### src/rtl/fuzzy_trap_fuzzifier.sv
// Runtime-programmable trapezoidal fuzzifier: streams one membership degree per MF for each sample.
// Optional winner tracking (WinValid/WinIndex/WinDegree, ErrorList[3]) is enabled by HFC_WINNER_EN.
module fuzzy_trap_fuzzifier #(
   parameter int IN_W    = 10,
   parameter int NUM_MF  = 4,
   parameter int DEG_W   = 8,
   parameter int SLOPE_W = 16,
   parameter int FRAC_W  = 8,
   localparam int IDX_W   = (NUM_MF > 1) ? $clog2(NUM_MF) : 1,
   localparam int CFGMF_W = $clog2(NUM_MF) + 1,
   localparam int CFG_W   = (IN_W > SLOPE_W) ? IN_W : SLOPE_W
) (
   input  logic               Clk,
   input  logic               Rst,
   input  logic               CfgWrEn,
   input  logic [CFGMF_W-1:0] CfgMf,
   input  logic [2:0]         CfgField,
   input  logic [CFG_W-1:0]   CfgData,
   input  logic               InValid,
   output logic               InReady,
   input  logic [IN_W-1:0]    InData,
   output logic               OutValid,
   input  logic               OutReady,
   output logic [DEG_W-1:0]   OutDegree,
   output logic [IDX_W-1:0]   OutIndex,
   output logic               OutLast,
   input  logic               ErrClr,
   output logic [3:0]         ErrorList
`ifdef HFC_WINNER_EN
   ,
   output logic               WinValid,
   output logic [IDX_W-1:0]   WinIndex,
   output logic [DEG_W-1:0]   WinDegree
`endif
);

   localparam int PROD_W = IN_W + SLOPE_W;
   localparam logic [DEG_W-1:0]   DEG_MAX  = '1;
   localparam logic [IDX_W-1:0]   LAST_IDX = IDX_W'(NUM_MF - 1);
   localparam logic [CFGMF_W-1:0] MF_LIM   = CFGMF_W'(NUM_MF);

   typedef enum logic {IDLE, RUN} stateT;
   stateT state, stateNext;

   logic [IN_W-1:0]    aTab [NUM_MF];
   logic [IN_W-1:0]    bTab [NUM_MF];
   logic [IN_W-1:0]    cTab [NUM_MF];
   logic [IN_W-1:0]    dTab [NUM_MF];
   logic [SLOPE_W-1:0] suTab [NUM_MF];
   logic [SLOPE_W-1:0] sdTab [NUM_MF];

   logic [IN_W-1:0]  xReg;
   logic [IDX_W-1:0] idx;
   logic             sampleAcc, outAcc, loadEn;
   logic             cfgBusy, cfgBad, cfgDo;
   logic [IDX_W-1:0] mfSel;
   logic             orderBad;
   logic [DEG_W-1:0] degree;
   logic             winErr;

   function automatic logic [DEG_W-1:0] satDeg(input logic [PROD_W-1:0] v);
      return (v > PROD_W'(DEG_MAX)) ? DEG_MAX : v[DEG_W-1:0];
   endfunction

   always_ff @(posedge Clk or posedge Rst) begin
      if (Rst) state <= IDLE;
      else     state <= stateNext;
   end

   always_comb begin
      stateNext = state;
      InReady   = 1'b0;
      case (state)
         IDLE: begin
            InReady = 1'b1;
            if (InValid) stateNext = RUN;
         end
         RUN: begin
            if (OutValid && OutReady && OutLast) stateNext = IDLE;
         end
         default: stateNext = IDLE;
      endcase
   end

   assign sampleAcc = (state == IDLE) && InValid;
   assign outAcc    = OutValid && OutReady;
   // No further load once the last MF sits in the output register.
   assign loadEn    = (state == RUN) && (!OutValid || OutReady) && !(OutValid && OutLast);

   assign cfgBusy = CfgWrEn && ((state != IDLE) || InValid);
   assign cfgBad  = CfgWrEn && ((CfgMf >= MF_LIM) || (CfgField > 3'd5));
   assign cfgDo   = CfgWrEn && !cfgBusy && !cfgBad;
   assign mfSel   = CfgMf[IDX_W-1:0];

   always_ff @(posedge Clk or posedge Rst) begin
      if (Rst) begin
         for (int unsigned i = 0; i < NUM_MF; i++) begin
            aTab[i]  <= '0;
            bTab[i]  <= '0;
            cTab[i]  <= '0;
            dTab[i]  <= '0;
            suTab[i] <= '0;
            sdTab[i] <= '0;
         end
      end else if (cfgDo) begin
         case (CfgField)
            3'd0:    aTab[mfSel]  <= CfgData[IN_W-1:0];
            3'd1:    bTab[mfSel]  <= CfgData[IN_W-1:0];
            3'd2:    cTab[mfSel]  <= CfgData[IN_W-1:0];
            3'd3:    dTab[mfSel]  <= CfgData[IN_W-1:0];
            3'd4:    suTab[mfSel] <= CfgData[SLOPE_W-1:0];
            default: sdTab[mfSel] <= CfgData[SLOPE_W-1:0];
         endcase
      end
   end

   always_comb begin
      logic [IN_W-1:0]   selA, selB, selC, selD;
      logic [PROD_W-1:0] riseShift, fallShift;
      selA      = aTab[idx];
      selB      = bTab[idx];
      selC      = cTab[idx];
      selD      = dTab[idx];
      riseShift = (PROD_W'(xReg - selA) * PROD_W'(suTab[idx])) >> FRAC_W;
      fallShift = (PROD_W'(selD - xReg) * PROD_W'(sdTab[idx])) >> FRAC_W;
      orderBad  = (selA > selB) || (selB > selC) || (selC > selD);
      degree    = '0;
      if (orderBad || (xReg < selA) || (xReg > selD)) degree = '0;
      else if (xReg < selB)                           degree = satDeg(riseShift);
      else if (xReg <= selC)                          degree = DEG_MAX;
      else                                            degree = satDeg(fallShift);
   end

   always_ff @(posedge Clk or posedge Rst) begin
      if (Rst) begin
         xReg      <= '0;
         idx       <= '0;
         OutValid  <= 1'b0;
         OutDegree <= '0;
         OutIndex  <= '0;
         OutLast   <= 1'b0;
         ErrorList <= '0;
      end else begin
         if (sampleAcc) begin
            xReg <= InData;
            idx  <= '0;
         end
         if (loadEn) begin
            OutValid  <= 1'b1;
            OutDegree <= degree;
            OutIndex  <= idx;
            OutLast   <= (idx == LAST_IDX);
            idx       <= (idx == LAST_IDX) ? '0 : idx + 1'b1;
         end else if (outAcc) begin
            OutValid <= 1'b0;
         end
         ErrorList <= (ErrorList & {4{~ErrClr}}) |
                      {winErr, loadEn && orderBad, cfgBad, cfgBusy};
      end
   end

`ifdef HFC_WINNER_EN
   logic [IDX_W-1:0] bestIdx;
   logic [DEG_W-1:0] bestDeg;
   logic             inValidQ;
   logic             takeCur;

   // Strict compare keeps the lowest index on ties; MF0 always seeds the running max.
   assign takeCur = (OutIndex == '0) || (OutDegree > bestDeg);
   assign winErr  = InValid && !inValidQ && WinValid && !InReady;

   always_ff @(posedge Clk or posedge Rst) begin
      if (Rst) begin
         bestIdx   <= '0;
         bestDeg   <= '0;
         inValidQ  <= 1'b0;
         WinValid  <= 1'b0;
         WinIndex  <= '0;
         WinDegree <= '0;
      end else begin
         inValidQ <= InValid;
         WinValid <= 1'b0;
         if (outAcc) begin
            if (takeCur) begin
               bestIdx <= OutIndex;
               bestDeg <= OutDegree;
            end
            if (OutLast) begin
               WinValid  <= 1'b1;
               WinIndex  <= takeCur ? OutIndex : bestIdx;
               WinDegree <= takeCur ? OutDegree : bestDeg;
            end
         end
      end
   end
`else
   assign winErr = 1'b0;
`endif

endmodule

### config.mk
export PLATFORM = sky130hd
export DESIGN_NAME = fuzzy_trap_fuzzifier
export DESIGN_NICKNAME = d
export VERILOG_FILES = /design/src/rtl/fuzzy_trap_fuzzifier.sv
export SDC_FILE = /design/constraint.sdc
export NUM_CORES = 2
export LEC_CHECK = 0
export CORE_ASPECT_RATIO = 2
export CORE_MARGIN = 1
export CORE_UTILIZATION = 58
export DETAILED_ROUTE_END_ITERATION = 7
export GPL_TIMING_DRIVEN = 0
export PLACE_DENSITY_LB_ADDON = 0.05
export SYNTH_ARGS = -nofsm -noshare
export SYNTH_HDL_FRONTEND = slang
export SYNTH_SLANG_ARGS = --single-unit
### constraint.sdc
create_clock -name Clk -period 9.8 [get_ports Clk]
set_clock_uncertainty 0.1 [all_clocks]
set_input_delay 1.47 -clock Clk [delete_from_list [all_inputs] [get_ports Clk]]
set_output_delay 1.47 -clock Clk [all_outputs]
set_load 0.02 [all_outputs]
## Yosys cells after proc, flatten, opt, wreduce, memory -nomap -nowiden

Index checks and enable logic that the tools add are counted.

| word-level totals | value |
|---|---|
| memories | 0 |
| register bits after elaboration | 317 |
| bits in read-only memories | 0 |
| output and inout bits | 17 |
| memory bits (writable) | 0 |
| latch bits | 0 |
| input port bits | 38 |

| cells by class | value |
|---|---|
| multipliers | 2 |
| divide/modulo/power cells | 0 |
| bitwise operators | 7 |
| equality and inequality tests | 5 |
| reductions and logical operators | 33 |
| $add $sub $neg | 3 |
| shifts and indexed selects | 0 |
| order comparisons | 14 |
| mux-type cells | 42 |

Operators with widths:

| operator | number |
|---|---|
| 40-bit bitwise mux | 4 |
| 64-bit bitwise mux | 2 |
| 10-bit two-way mux | 9 |
| 10-bit binary-select mux with 2-bit select | 4 |
| 16-bit two-way mux | 5 |
| 16-bit binary-select mux with 2-bit select | 2 |
| 11-bit by 17-bit multiplier with 26-bit output | 2 |
| 10-bit greater-than comparator | 4 |
| 8-bit two-way mux | 5 |
| 18-bit by 8-bit greater-than comparator with 1-bit output, second input constant | 2 |
| 16-bit demux with 2-bit select | 1 |
| 10-bit by 10-bit subtractor with 11-bit output | 2 |
| 10-bit demux with 2-bit select | 1 |
| 10-bit < comparator | 2 |
| 1-bit logical AND | 12 |
| 2-bit AND reduction | 6 |
| 10-bit <= comparator | 1 |
| 3-bit >= comparator, second input constant | 3 |
| 1-bit logical OR | 7 |
| 3-bit by 2-bit == test with 1-bit output, second input constant | 2 |
| 2-bit two-way mux | 3 |
| 2-bit NOT with 3-bit output | 2 |
| 1-bit two-way mux | 5 |
| 5-bit OR reduction | 1 |
| other kinds (13) | 19 |

## Longest topological paths before layout

| logic depth | value |
|---|---|
| word-level depth | 11 |
| depth in mapped cells | 36 |
| gate-level depth less buffers | 31 |

## Worst setup path after synthesis

OpenSTA, ideal clock, no wires.

| timing | value |
|---|---|
| path kind | reg-to-reg |
| start point | register idx[0] |
| end point | register OutDegree[3] |
| buffers on the path | 5 |
| slack | 0.738 ns |
| cell stages (with the launch flop) | 35 |
| arrival | 8.834 ns |
| path through | dfrtp_1 > buf_2 > buf_1 > buf_1 > mux4_2 > inv_1 > ha_1 > nor2b_1 > o21ai_0 > a21boi_0 > o21ai_0 > a21oi_1 > a21o_1 > a21oi_1 > xnor2_1 > clkbuf_1 > and2_1 > fa_1 > inv_1 > fa_1 > fa_1 > fa_1 > fa_1 > inv_1 > ha_1 > clkbuf_1 > a21o_1 > a21o_1 > nor2_1 > nand2_1 > or4_1 > o311a_1 > a311o_1 > o41ai_1 > o21ai_1 |

| between the ends | value |
|---|---|
| word-level cells in the longest chain between the ends | 11 |
| elaborated cells between the ends (all ways) | 41 |

Ends and longest elaborated chain:

| what | line | source |
|---|---|---|
| start: declaration | 53 | `logic [IDX_W-1:0] idx;` |
| start signal: assignment | 153 | `idx <= (idx == LAST_IDX) ? '0 : idx + 1'b1;` |
| 2-bit NOT with 3-bit output (not written as such) * | -- |  |
| 10-bit binary-select mux with 2-bit select | 123 | `selD = dTab[idx];` |
| 10-bit two-way mux (not written as such) (2 in series) | 123 |  |
| 10-bit by 10-bit subtractor with 11-bit output | 125 | `fallShift = (PROD_W'(selD - xReg) * PROD_W'(sdTab[idx])) >> FRAC_W;` |
| 11-bit by 17-bit multiplier with 26-bit output | 125 |  |
| 18-bit by 8-bit greater-than comparator with 1-bit output | 62 | `return (v > PROD_W'(DEG_MAX)) ? DEG_MAX : v[DEG_W-1:0];` |
| 8-bit two-way mux | 62 |  |
| 8-bit two-way mux | 130 | `else if (xReg <= selC) degree = DEG_MAX;` |
| 8-bit two-way mux | 129 | `else if (xReg < selB) degree = satDeg(riseShift);` |
| 8-bit two-way mux * | 128 | `if (orderBad \|\| (xReg < selA) \|\| (xReg > selD)) degree = '0;` |
| end signal: assignment | 150 | `OutDegree <= degree;` |
| end: declaration | 24 | `output logic [DEG_W-1:0] OutDegree,` |

Mark *: on every way between the ends. The rest lies on a longest branch, timed or not. The select of a mux whose other input is x is not followed.
A chain may end at the register's enable or synchronous reset.

## Worst setup path in the final report

| timing | value |
|---|---|
| start point | register idx[0] |
| end point | register OutDegree[4] |

Same word-level chain as after synthesis.

==> flow_summary.json <==
{
  "run_status": "finished, final reports clean",
  "finalNetCount": 3150,
  "share_of_flip_flops_with_an_asynchronous_set_or_reset_pct": 100.0,
  "crit_type": "reg2reg",
  "setup_viol": 0,
  "crit_path_max_incr_delay_ns": 0.65,
  "route.detailed.wl_per_inst_um": 23.26,
  "floorplan.die.height_um": 308.5,
  "grt_max_degree": 45,
  "via_count": 19330,
  "route.detailed.drc": 0,
  "ctsHtreeMaxLevel": 1,
  "floorplan.die_area_sq_mm": 0.04790,
  "rr_endpoint": "OutDegree[4]",
  "grt_util_all_layers_pct": 33.76,
  "worst-r2r-cell-count": 34,
  "timing_max_transition_violations_final": 0,
  "fp-row-count": 112,
  "fp.coreArea_sq_mm": 0.04652,
  "io_pins": 55,
  "worst_path_most_repeated_cell": "fa_1",
  "die_span_in_x_um": 155.3,
  "holdWs_ns": 0.3793,
  "critPathLaunch": "idx[0]",
  "buffer_ports.inserted": 54,
  "reg2reg_slack_ns": 0.45,
  "post_synthesis_average_cell_area_sq_um": 10.64,
  "grt_pass1_wl_mm": 118.8,
  "first_iter_violations": 1130,
  "path_clk_slew_ns": 0.07,
  "grt_antenna_before_repair": 2,
  "grt_setup_unrepaired": "no",
  "vias_per_instance": 5.854,
  "critical-path-top-delay-family": "adder cells",
  "period_needed_ns": 9.348,
  "clkLatencyLatePin_ns": 0.59,
  "routed_wl_mm": 76.82,
  "post_route_cells_drive_above_1_share_pct": 17.91,
  "main_flop_type_after_synthesis": "dfrtp_1",
  "synth-edff-count": 0,
  "max_freq_ghz": 0.1070,
  "gp_routability_congestion": 0.9540,
  "postSynthNetCount": 3058,
  "startpoint_type": "register",
  "tritoncts.num_buffers": 28,
  "tritoncts_clock_tree": "built",
  "synthesis.area_sq_mm": 0.02725,
  "timing.critical_path.to": "OutDegree[4]",
  "critPathCaptureType": "register",
  "clock-sinks": 317,
  "yosysSeqAreaShare_pct": 29.11,
  "total_stage_count_of_the_critical_path": 34,
  "cts_buffer_depth": 3,
  "first_global_vias": 21170,
  "syn-instance-count": 2560,
  "final-hold-violation-count": 0,
  "tns_ns": 0,
  "number_of_iterations_in_the_first_detailed_routing_pass": 5,
  "crit_buf_inv": 9,
  "ys_seq_elements": 317,
  "tightestPinTransition_ns": 1.216,
  "crit_slowest_cell": "mux4_2",
  "grt.overflow.total": 0,
  "hold_path_class": "reg2reg",
  "max-cap-violations": 0,
  "yosys_warnings": 0,
  "yosys.cell_types.count": 71,
  "min_period_over_period_pct": 95.38,
  "r2r_startpoint": "idx[0]",
  "area.growth.synth_to_final_pct": 9.680,
  "hpwlAfterDp_mm": 63.44,
  "initial_core_util_pct": 58.57,
  "finalCoreUtilization_pct": 64.23,
  "worstHoldPathCells": 2,
  "critical_path_arrival_ns": 9.69,
  "critPathRequiredTime_ns": 10.14,
  "drtAntennaViolNets": 0,
  "clock_tree.root_cell": "clkbuf_16",
  "layout_commonest_cell": "inv_1",
  "worst-path-max-fanout": 10,
  "layout.cells.most_common_list": "inv_1, dfrtp_1, mux2_2, fa_1, nand2_1",
  "max_slew_margin_pct": 18.08
}
[cell type report]
cell class | count | area, sq um
inverter | 402 | 1513
clock buffer | 40 | 837.1
clock inverter | 12 | 98.84
buffer | 96 | 435.4
fill | 3861 | 16640
tap | 627 | 784.5
sequential | 317 | 7933
multi-input combinational | 1741 | 17550
antenna | 1 | 2.502
timing repair buffer | 66 | 734.5
[per-stage QoR]
| stage | area, sq um | instances | worst slack [ns] |
|---|---|---|---|
| after floorplan | 27250 | 2560 | 0.7384 |
| after global placement | 28580 | 3241 | -1.702 |
| after detailed placement | 28760 | 3250 | -1.857 |
| after CTS | 29770 | 3299 | 0.01072 |
| after global routing | 29880 | 3301 | 0.01672 |
| final | 29880 | 3302 | 0.4523 |
[routing by layer]
metal / vias up / wire (um) / track usage (%)
met5: - / 12 / 0
li1: 8641 / - / -
met3: 269 / 2816 / 3.513
met2: 567 / 40310 / 61.40
met1: 9850 / 25810 / 34.25
met4: 2 / 7862 / 28.93
[worst min path at each step]
| stage | start | to |
|---|---|---|
| CTS | OutDegree[7] | OutDegree[7] |
| detailed placement | OutDegree[7] | OutDegree[7] |
| global route | OutDegree[7] | OutDegree[7] |
| floorplan | sdTab[41] | sdTab[41] |
| finish | OutDegree[7] | OutDegree[7] |
| global placement | OutDegree[5] | OutDegree[5] |
[flip-flops by register name (all words and copies together), names as in the netlist, 4 cells and up]
signal / count
sdTab: 64
suTab: 64
aTab: 40
bTab: 40
cTab: 40
dTab: 40
xReg: 10
OutDegree: 8
ErrorList: 4
[Yosys cell counts (all sizes together) (18+ instances only)]
cell | n | share of area [%]
inv | 402 | 5.5
dfrtp | 317 | 29
mux2 | 305 | 13
fa | 250 | 18
nand2 | 232 | 3.2
ha | 210 | 9.6
nor2 | 152 | 2.1
clkbuf | 81 | 1.1
o21ai | 71 | 1.3
and2 | 70 | 1.6
mux4 | 58 | 4.8
a21oi | 54 | 0.99
nor2b | 36 | 0.83
xnor2 | 31 | 1.0
nand3 | 28 | 0.51
a21o | 20 | 0.55
buf | 19 | 0.33
nand2b | 19 | 0.44
xor2 | 19 | 0.61
o21a | 18 | 0.50
[tightest hold or removal path: cells and delay by family, from the launching register on]
kind,cells,cell delay [ns]
and+or+nand+nor,1,0.04
DFF,1,0.34
AOI/OAI and AO/OA,1,0.06
[logic make-up (layout without fill, tap and decap cells)]
logic type                 Yosys count  after routing  share of synthesized area, %
and+or+nand+nor                    605            605                         10.36
AOI/OAI and AO/OA                  247            247                         5.901
buffers and inverters              502            616                         6.980
xor gates and xnor gates            51             51                         1.690
other                                0              1                             0
muxes                              378            378                         17.95
DFF                                317            317                         29.11
adders and majority gates          460            460                         28.01
[what timing repair did]
action	4_1_cts	5_1_grt
pin swaps	0	1
gates resized for setup	36	35
setup endpoints to repair	8	8
hold buffers	0	0
buffers inserted	0	3
Power is not shown: default switching activity piles up to over one toggle a cycle in this logic, so the estimate is an artifact.
